**config.mk**
```make
export PLATFORM = sky130hd
export DESIGN_NAME = alarm_controller
export DESIGN_NICKNAME = d
export VERILOG_FILES = /design/src/rtl/alarm_pkg.sv /design/src/rtl/bcd_mod_updown.sv /design/src/rtl/alarm_controller.sv
export SDC_FILE = /design/constraint.sdc
export NUM_CORES = 1
export LEC_CHECK = 0
export ABC_AREA = 1
export CORE_UTILIZATION = 45
export CTS_BUF_LIST = sky130_fd_sc_hd__clkbuf_16
export DETAILED_ROUTE_END_ITERATION = 10
export PLACE_DENSITY = 0.78
export SLEW_MARGIN = 5
export SYNTH_ARGS = -nofsm -noshare
export SYNTH_HDL_FRONTEND = slang
export SYNTH_HIERARCHICAL = 1
export SYNTH_SLANG_ARGS = --single-unit
```
**constraint.sdc**
```tcl
create_clock -name clk -period 2.05 [get_ports clk]
set_clock_uncertainty 0.1 [all_clocks]
set_input_delay 0.615 -clock clk [delete_from_list [all_inputs] [get_ports clk]]
set_output_delay 0.615 -clock clk [all_outputs]
set_load 0.02 [all_outputs]
```
**src/rtl/alarm_pkg.sv**
```systemverilog
// Shared definitions for the alarm controller: state encoding, time-bus layout
// and BCD limits matching the clock stage's HH:MM:SS bus.
package alarm_pkg;

  typedef enum logic [1:0] {
    ST_IDLE    = 2'b00,
    ST_RINGING = 2'b01,
    ST_SNOOZE  = 2'b10
  } alarm_state_t;

  // time_bcd = {HT[1:0],HU[3:0],MT[2:0],MU[3:0],ST[2:0],SU[3:0]}
  localparam int TIME_W       = 20;
  localparam int HM_LSB       = 7;
  localparam int SEC_FIELD_W  = 7;
  localparam int ALARM_W      = TIME_W - HM_LSB;
  localparam int HOUR_TENS_W  = 2;
  localparam int MIN_TENS_W   = 3;

  localparam int HOUR_MAX     = 23;
  localparam int MIN_MAX      = 59;

  localparam int SEC_CNT_W    = 9;

  function automatic logic [7:0] bin_to_bcd8(input int v);
    bin_to_bcd8 = {4'(v / 10), 4'(v % 10)};
  endfunction

endpackage

```
**src/rtl/bcd_mod_updown.sv**
```systemverilog
// Two-digit BCD up/down counter wrapping between 00 and MAX, used for the
// alarm minute and hour fields. Simultaneous inc and dec cancel out.
module bcd_mod_updown
  import alarm_pkg::*;
#(
  parameter int MAX     = 59,
  parameter int TENS_W  = 3,
  parameter int RST_VAL = 0
) (
  input  logic                clk,
  input  logic                reset,
  input  logic                en,
  input  logic                inc,
  input  logic                dec,
  output logic [TENS_W+3:0]   value
);

  localparam int W = TENS_W + 4;
  localparam logic [W-1:0]      MAX_V = W'(bin_to_bcd8(MAX));
  localparam logic [W-1:0]      RST_V = W'(bin_to_bcd8(RST_VAL));
  localparam logic [TENS_W-1:0] ONE_T = TENS_W'(1);

  logic [TENS_W-1:0] tens;
  logic [3:0]        units;
  logic [W-1:0]      value_nxt;

  assign tens  = value[W-1:4];
  assign units = value[3:0];

  always_comb begin
    value_nxt = value;
    if (en && inc && !dec) begin
      if (value == MAX_V)     value_nxt = '0;
      else if (units == 4'd9) value_nxt = {tens + ONE_T, 4'd0};
      else                    value_nxt = {tens, units + 4'd1};
    end else if (en && dec && !inc) begin
      if (value == '0)        value_nxt = MAX_V;
      else if (units == 4'd0) value_nxt = {tens - ONE_T, 4'd9};
      else                    value_nxt = {tens, units - 4'd1};
    end
  end

  always_ff @(posedge clk or negedge reset) begin
    if (!reset) value <= RST_V;
    else        value <= value_nxt;
  end

endmodule

```
**src/rtl/alarm_controller.sv**
```systemverilog
// Alarm controller: compares a user-set HH:MM alarm against the running BCD
// time and runs the ring / snooze / stop state machine driving buzzer and LED.
module alarm_controller
  import alarm_pkg::*;
#(
  parameter int RING_SECS   = 60,
  parameter int SNOOZE_SECS = 300,
  parameter int MAX_SNOOZE  = 3,
  parameter int RST_HOUR    = 7,
  parameter int RST_MIN     = 0
) (
  input  logic               clk,
  input  logic               reset,
  input  logic               tick_1hz,
  input  logic [TIME_W-1:0]  time_bcd,
  input  logic               alarm_en,
  input  logic               set_mode,
  input  logic               inc_min,
  input  logic               dec_min,
  input  logic               inc_hour,
  input  logic               dec_hour,
  input  logic               stop_btn,
  input  logic               snooze_btn,
  output logic [ALARM_W-1:0] alarm_bcd,
  output logic               buzzer,
  output logic               alarm_led,
  output logic [1:0]         state
);

  localparam int SNZ_W = $clog2(MAX_SNOOZE + 1);
  localparam logic [SEC_CNT_W-1:0] RING_LAST   = SEC_CNT_W'(RING_SECS - 1);
  localparam logic [SEC_CNT_W-1:0] SNOOZE_LAST = SEC_CNT_W'(SNOOZE_SECS - 1);
  localparam logic [SNZ_W-1:0]     SNZ_MAX     = SNZ_W'(MAX_SNOOZE);

  alarm_state_t             state_q;
  logic [SEC_CNT_W-1:0]     sec_cnt;
  logic [SNZ_W-1:0]         snooze_cnt;
  logic                     match;
  logic                     match_q;
  logic                     trig;
  logic                     edit_en;
  logic [HOUR_TENS_W+3:0]   alarm_hour;
  logic [MIN_TENS_W+3:0]    alarm_min;

  assign edit_en   = set_mode && (state_q == ST_IDLE);
  assign alarm_bcd = {alarm_hour, alarm_min};
  assign state     = state_q;

  bcd_mod_updown #(
    .MAX     (MIN_MAX),
    .TENS_W  (MIN_TENS_W),
    .RST_VAL (RST_MIN)
  ) u_min (
    .clk   (clk),
    .reset (reset),
    .en    (edit_en),
    .inc   (inc_min),
    .dec   (dec_min),
    .value (alarm_min)
  );

  bcd_mod_updown #(
    .MAX     (HOUR_MAX),
    .TENS_W  (HOUR_TENS_W),
    .RST_VAL (RST_HOUR)
  ) u_hour (
    .clk   (clk),
    .reset (reset),
    .en    (edit_en),
    .inc   (inc_hour),
    .dec   (dec_hour),
    .value (alarm_hour)
  );

  // Raw BCD compare: an invalid digit on the bus can never equal a valid alarm.
  assign match = alarm_en
              && (time_bcd[TIME_W-1:HM_LSB] == alarm_bcd)
              && (time_bcd[SEC_FIELD_W-1:0] == '0);
  assign trig  = match && !match_q;

  always_ff @(posedge clk or negedge reset) begin
    if (!reset) begin
      state_q    <= ST_IDLE;
      buzzer     <= 1'b0;
      alarm_led  <= 1'b0;
      sec_cnt    <= '0;
      snooze_cnt <= '0;
      match_q    <= 1'b0;
    end else begin
      match_q <= match;
      if (!alarm_en) begin
        state_q    <= ST_IDLE;
        buzzer     <= 1'b0;
        alarm_led  <= 1'b0;
        sec_cnt    <= '0;
        snooze_cnt <= '0;
      end else begin
        case (state_q)
          ST_IDLE: begin
            if (trig) begin
              state_q   <= ST_RINGING;
              buzzer    <= 1'b1;
              alarm_led <= 1'b1;
              sec_cnt   <= '0;
            end
          end
          ST_RINGING: begin
            if (stop_btn) begin
              state_q    <= ST_IDLE;
              buzzer     <= 1'b0;
              alarm_led  <= 1'b0;
              sec_cnt    <= '0;
              snooze_cnt <= '0;
            end else if (snooze_btn && (snooze_cnt < SNZ_MAX)) begin
              state_q    <= ST_SNOOZE;
              buzzer     <= 1'b0;
              sec_cnt    <= '0;
              snooze_cnt <= snooze_cnt + 1'b1;
            end else if (tick_1hz) begin
              if (sec_cnt == RING_LAST) begin
                state_q    <= ST_IDLE;
                buzzer     <= 1'b0;
                alarm_led  <= 1'b0;
                sec_cnt    <= '0;
                snooze_cnt <= '0;
              end else begin
                buzzer  <= !buzzer;
                sec_cnt <= sec_cnt + 1'b1;
              end
            end
          end
          ST_SNOOZE: begin
            if (stop_btn) begin
              state_q    <= ST_IDLE;
              buzzer     <= 1'b0;
              alarm_led  <= 1'b0;
              sec_cnt    <= '0;
              snooze_cnt <= '0;
            end else if (tick_1hz) begin
              if (sec_cnt == SNOOZE_LAST) begin
                state_q <= ST_RINGING;
                buzzer  <= 1'b1;
                sec_cnt <= '0;
              end else begin
                sec_cnt <= sec_cnt + 1'b1;
              end
            end
          end
          default: begin
            state_q   <= ST_IDLE;
            buzzer    <= 1'b0;
            alarm_led <= 1'b0;
          end
        endcase
      end
    end
  end

endmodule

```
After elaboration in Yosys (flattened, before gate mapping):

Index checks and enable logic that the tools add are counted.
W data, S select, Z words.

* logic and storage cells: 133
* input port bits: 31
* flip-flop bits (word level): 29

* reductions and logical operators: 36
* eq/ne operators: 22
* order comparisons: 1
* add/sub/neg operators: 10
* mux-type cells: 54

Operators with widths (count)
* $mux W9: 9
* $mux W7: 6
* $mux W6: 6
* $pmux W9 S3: 1
* $mux W2: 13
* $ne A4 B4 Y1 const B: 5
* $mux W1: 15
* $logic_not A7 Y1: 2
* $eq A13 B13 Y1: 1
* $logic_and A1 B1 Y1: 13
* $ne A3 B3 Y1 const B: 4
* $reduce_and A4 Y1: 3
* $ne A5 B5 Y1 const B: 2
* $reduce_and A5 Y1: 2
* $add A9 B1 Y9 const B: 1
* $eq A9 B6 Y1 const B: 1
* $eq A9 B9 Y1 const B: 1
* $add A4 B1 Y4 const B: 2
* $eq A4 B4 Y1 const B: 2
* $logic_not A4 Y1: 2
* $sub A4 B1 Y4 const B: 2
* $eq A7 B7 Y1 const B: 1
* $eq A6 B6 Y1 const B: 1
* $logic_not A1 Y1: 6
* other kinds (17): 22

Depth between registers and ports, before layout:

* depth after elaboration: 7
* gate-level depth with buffers: 13
* mapped depth without buffers: 12

Cells and area by module:

Netlist, hierarchy kept.

By module, submodules not included
* alarm_controller: times used 1, sequential area each 400.4 um^2, cells an instance 236, area each 1480.2 um^2
* bcd_mod_updown at u_min: times used 1, sequential area each 175.2 um^2, cells an instance 102, area each 719.4 um^2
* bcd_mod_updown at u_hour: times used 1, sequential area each 153.9 um^2, cells an instance 90, area each 651.9 um^2

Worst setup path after synthesis:

OpenSTA, ideal clock, no wires.

* path kind: register to register
* start point: register state_q[0], in the netlist state[0]
* end point: register sec_cnt[2]
* required time: 1.833 ns
* slack: 0.150 ns
* setup time: 0.117 ns
* arrival time: 1.683 ns
* buffers on the path: 1
* stages on the path, launching flop included: 12
* path through: dfrtp_1 inv_1 ha_1 inv_1 nor2_1 nand2_1 nor2_1 nor3_2 nand2_4 buf_6 nand2_1 nand2_1

* cells in the longest elaborated chain, start to end: 3
* elaborated cells between the ends (all ways): 10
* classes of those cells: 6 x eq/ne; 2 x mux; 2 x reduce/logical

RTL lines
* start, declared: RTL line alarm_controller.sv:35 `alarm_state_t state_q;`
* start signal, assigned: RTL line alarm_controller.sv:83 `state_q <= ST_IDLE;`
* start signal, assigned: RTL line alarm_controller.sv:92 `state_q <= ST_IDLE;`
* start signal, assigned: RTL line alarm_controller.sv:101 `state_q <= ST_RINGING;`
* $eq A2 B1 Y1 (tied with other cells): RTL line alarm_controller.sv:98 `case (state_q)`
* $ne A5 B5 Y1 (no line) (tied with other cells)
* $reduce_and A4 Y1 (no line) / $mux W9 (equally long branches)
* end signal, assigned: RTL line alarm_controller.sv:128 `sec_cnt <= sec_cnt + 1'b1;`
* end signal, assigned: RTL line alarm_controller.sv:145 `sec_cnt <= sec_cnt + 1'b1;`
* end, declared: RTL line alarm_controller.sv:36 `logic [SEC_CNT_W-1:0] sec_cnt;`

Parallel ways exist; a longest one is shown, timed or not.
A chain may end at the register's enable or synchronous reset.

Worst setup path after layout:

* start point: input port time_bcd[1]
* end point: register buzzer

* cells in the longest elaborated chain, start to end: 5

RTL lines
* start, declared: RTL line alarm_controller.sv:15 `input logic [TIME_W-1:0] time_bcd,`
* $logic_not A7 Y1: RTL line alarm_controller.sv:78 `&& (time_bcd[SEC_FIELD_W-1:0] == '0);`
* $logic_and A1 B1 Y1: RTL line alarm_controller.sv:78
* $logic_and A1 B1 Y1: RTL line alarm_controller.sv:79 `assign trig = match && !match_q;`
* $ne A3 B3 Y1 (no line)
* $reduce_and A4 Y1 (no line)
* end signal, assigned: RTL line alarm_controller.sv:127 `buzzer <= !buzzer;`
* end, declared: RTL line alarm_controller.sv:25 `output logic buzzer,`

No other way between the ends.

==> impl_metrics.ini <==
[timing]
slew_headroom_pct = 73.9
setup_viol_count_final = 0
report.final.hold_viol_count = 0
worstMarginPinSlew_ns = 0.392
final.setup.worst_slack_ns = 0.0509
finalMaxSlewViolations = 0
timing.final.crit_period_ns = 2.00
rsz0062_at_grt = yes
fin_tns_setup_ns = 0
fin_crit_share_pct = 97.5
achievable-frequency_ghz = 0.500

[die]
die_x_um = 81.6
floorplan.io_pins = 48
initial_utilization_pct = 47.3
die_height_um = 81.6
fp.dieArea_um2 = 6660
floorplan.core_area_um2 = 6030
core.rowCount = 28

[power_and_ir_drop]
share_of_total_power_in_sequential_cells_pct = 21.9
pwr-share-comb_pct = 61.8
sw_frac_of_total_pct = 45.6
powerDensity_nw_per_um2 = 1070
cell_internal_pwr_mw = 2.25
switching_power_mw = 1.88
total_leakage_power_nw = 2.13
peakVddDrop_mv = 0.663
clock_power_share_pct = 16.3

[cts]
clock_sink_count = 29
numCtsBuffers = 5
clock_tree_buf_depth = 2
clk_pin_slew_ns = 0.05
holdBufCountCts = 0
clock_insertion_delay_worst_skew_ns = 0.27
clk_root_buffer_cell = clkbuf_16
cts_tree = done
htree_num_levels = 2

[placement]
place_inst = 573
dp_worst_setup_slack_ns = -0.357
dp_hpwl_mm = 4.90
buffer_ports.inserted = 47
place.gp.congestion = 0.879
dpl_cell_area_um2 = 3580

[routing]
remaining_drc_errors = 0
vias_per_cell = 4.88
route.final.wire_length_mm = 6.77
antenna_violating_nets_post_route = 0
detailedRoute.firstPassIterationCount = 4
drtIter0Drc = 168
route.detailed.wl_per_inst_um = 11.5
vias = 2862

[cells_and_area]
drive_gt1_share_pct = 21.5
stdcell_area_um2 = 3880
register_area_um2 = 729
finish.net_count = 562
multi_input_area_um2 = 1880
antenna_cells = 0
relative_area_change_from_synthesis_to_final_layout_pct = 35.9
fillerInstances = 525
cell_count_final_fillers_out = 586

[global_route]
global_routing_usage_summed_across_all_routing_layers_pct = 21.4
grt_pass1_wl_mm = 11.0
number_of_global_route_vias_before_repair = 2590
grt_max_degree = 30
antenna_found_initial = 0
global_route.overflow_total = 0

[synthesis]
asr_flop_ratio_synth_pct = 100
cell_taking_the_most_area_after_synthesis = dfrtp_1
synthMostInstantiatedCell = nand2_1
syn-mean-instance-area_um2 = 6.66
yosysUniqueCellTypes = 35
synth_edf_count = 0
synth_top_area_share_pct = 22.8
postSynth.topFlopCell = dfrtp_1
ys_warn_count = 6
netlist_area_um2 = 2850
netlist_instances = 428
synth_area_leaders = dfrtp_1 (23%), nand2_1 (18%), ha_1 (8.8%)
yosys-top-cells-count = nand2_1 (140), inv_1 (62), nor2_1 (37)
postSynthNetCount = 479
yosys_register_bits = 29
synth-seq-area-share_pct = 25.6

[worst_setup_path]
cp.required_ns = 2.11
regToRegEndpoint = snooze_cnt[0]
timing.rr.start = state[0]
crit_path_max_fanout = 8
critPathArrivalTime_ns = 2.06
timing.reg2reg.setup_slack_ns = 0.17
endpoint_kind = flip-flop
reg2regPathDepth = 11
setup.worst_path.class = in -> reg
timing.critical_path.from_type = input port

[flow_run]
max-cap-violations = 0

[hold_path]
min-delay-start = alarm_led
holdPathStages = 2
hold_path_class = reg -> reg
min_to = alarm_led

[outcome]
status = finished clean
[kinds of logic after synthesis]
family / Yosys count / share of synthesized area (%)
xor+xnor: 10 / 3.07
compound gates: 26 / 5.92
simple gates: 265 / 45.0
fa+ha+maj: 20 / 8.78
flops: 29 / 25.6
buf+inv: 78 / 11.6
[final cells by class]
type                    count  area share, %
multi-input cells         322           48.5
repair buffers             81           19.7
flip-flops and latches     29           18.8
inverters                  72           7.17
clock buffers               5           3.23
well taps                  75           2.42
clock inverters             2          0.194
[placed cells by master (no fill, tap or decap), types with 3 or more instances in the layout]
cell / count
nand2_1: 137
inv_1: 63
buf_4: 32
nand3_1: 31
nor2_1: 30
dfrtp_1: 26
clkdlybuf4s50_1: 25
ha_1: 20
dlymetal6s2s_1: 15
nor2_2: 11
nand4_1: 11
nand3_2: 9
nand2_2: 8
xor2_1: 8
inv_2: 8
o21ai_2: 7
dlygate4sd2_1: 7
or2_2: 6
o21ai_1: 6
o21ai_0: 5
clkbuf_16: 5
nor2_4: 5
nor3_1: 3
nand2_8: 3
a21oi_1: 3
nand3_4: 3
dfstp_2: 3
[state kept, by name, summed over array words and instances (netlist names)]
name,count
u_hour/value,6
sec_cnt,9
state,2
snooze_cnt,2
alarm_led,1
buzzer,1
u_min/value,7
match_q,1
[metrics by stage]
stage	hold WS, ns	power [mW]	utilization [%]
final	0.396	4.13	64.3
after global routing	0.402	4.49	64.3
after CTS	0.375	4.05	61.8
after detailed placement	0.362	3.36	59.4
after global placement	0.362	3.31	59.4
after floorplan	0.219	2.54	-
[per-layer routing]
metal | up-vias | global-route usage (%) | share of wire, %
li1 | 1494 | - | -
met1 | 1306 | 26.8 | 45
met2 | 57 | 37.4 | 50
met3 | 5 | 3.89 | 3.6
met4 | 0 | 5.96 | 1.0
met5 | - | 0 | 0
[worst max-delay path by stage]
stage	startpoint	endpoint	depth (start not counted)
after floorplan	state[0]	sec_cnt[2]	11
after global placement	alarm_en	sec_cnt[5]	12
after detailed placement	alarm_en	sec_cnt[1]	12
after CTS	time_bcd[11]	buzzer	13
after global routing	time_bcd[1]	buzzer	12
final	time_bcd[1]	buzzer	12
[power groups by stage]
stage               registers [mW]  logic, mW  clock network (mW)
global placement             0.911       2.40                   0
floorplan                     1.14       1.40                   0
CTS                          0.905       2.46               0.687
finish                       0.903       2.55               0.675
detailed placement           0.913       2.45                   0
global route                 0.926       2.85               0.709
[repair_timing]
| action | in CTS | in global routing |
|---|---|---|
| endpoints found under the setup margin | 17 | 16 |
| resized for setup | 11 | 31 |
| setup buffers | 0 | 5 |
| cloned | 0 | 1 |
| pin swaps | 2 | 19 |
[critical path, stage by stage]
cell and delay [ns]:
clkdlybuf4s50_1 0.40, nor2_1 0.10, nand2_1 0.07, nor2_2 0.13, nand2_2 0.07, nor2_2 0.13, nand3_2 0.14, nand2_8 0.15
buf_6 0.12, nand2_1 0.04, nand2_1 0.05, nand2_1 0.05
Power figures use the tool's default switching activity.
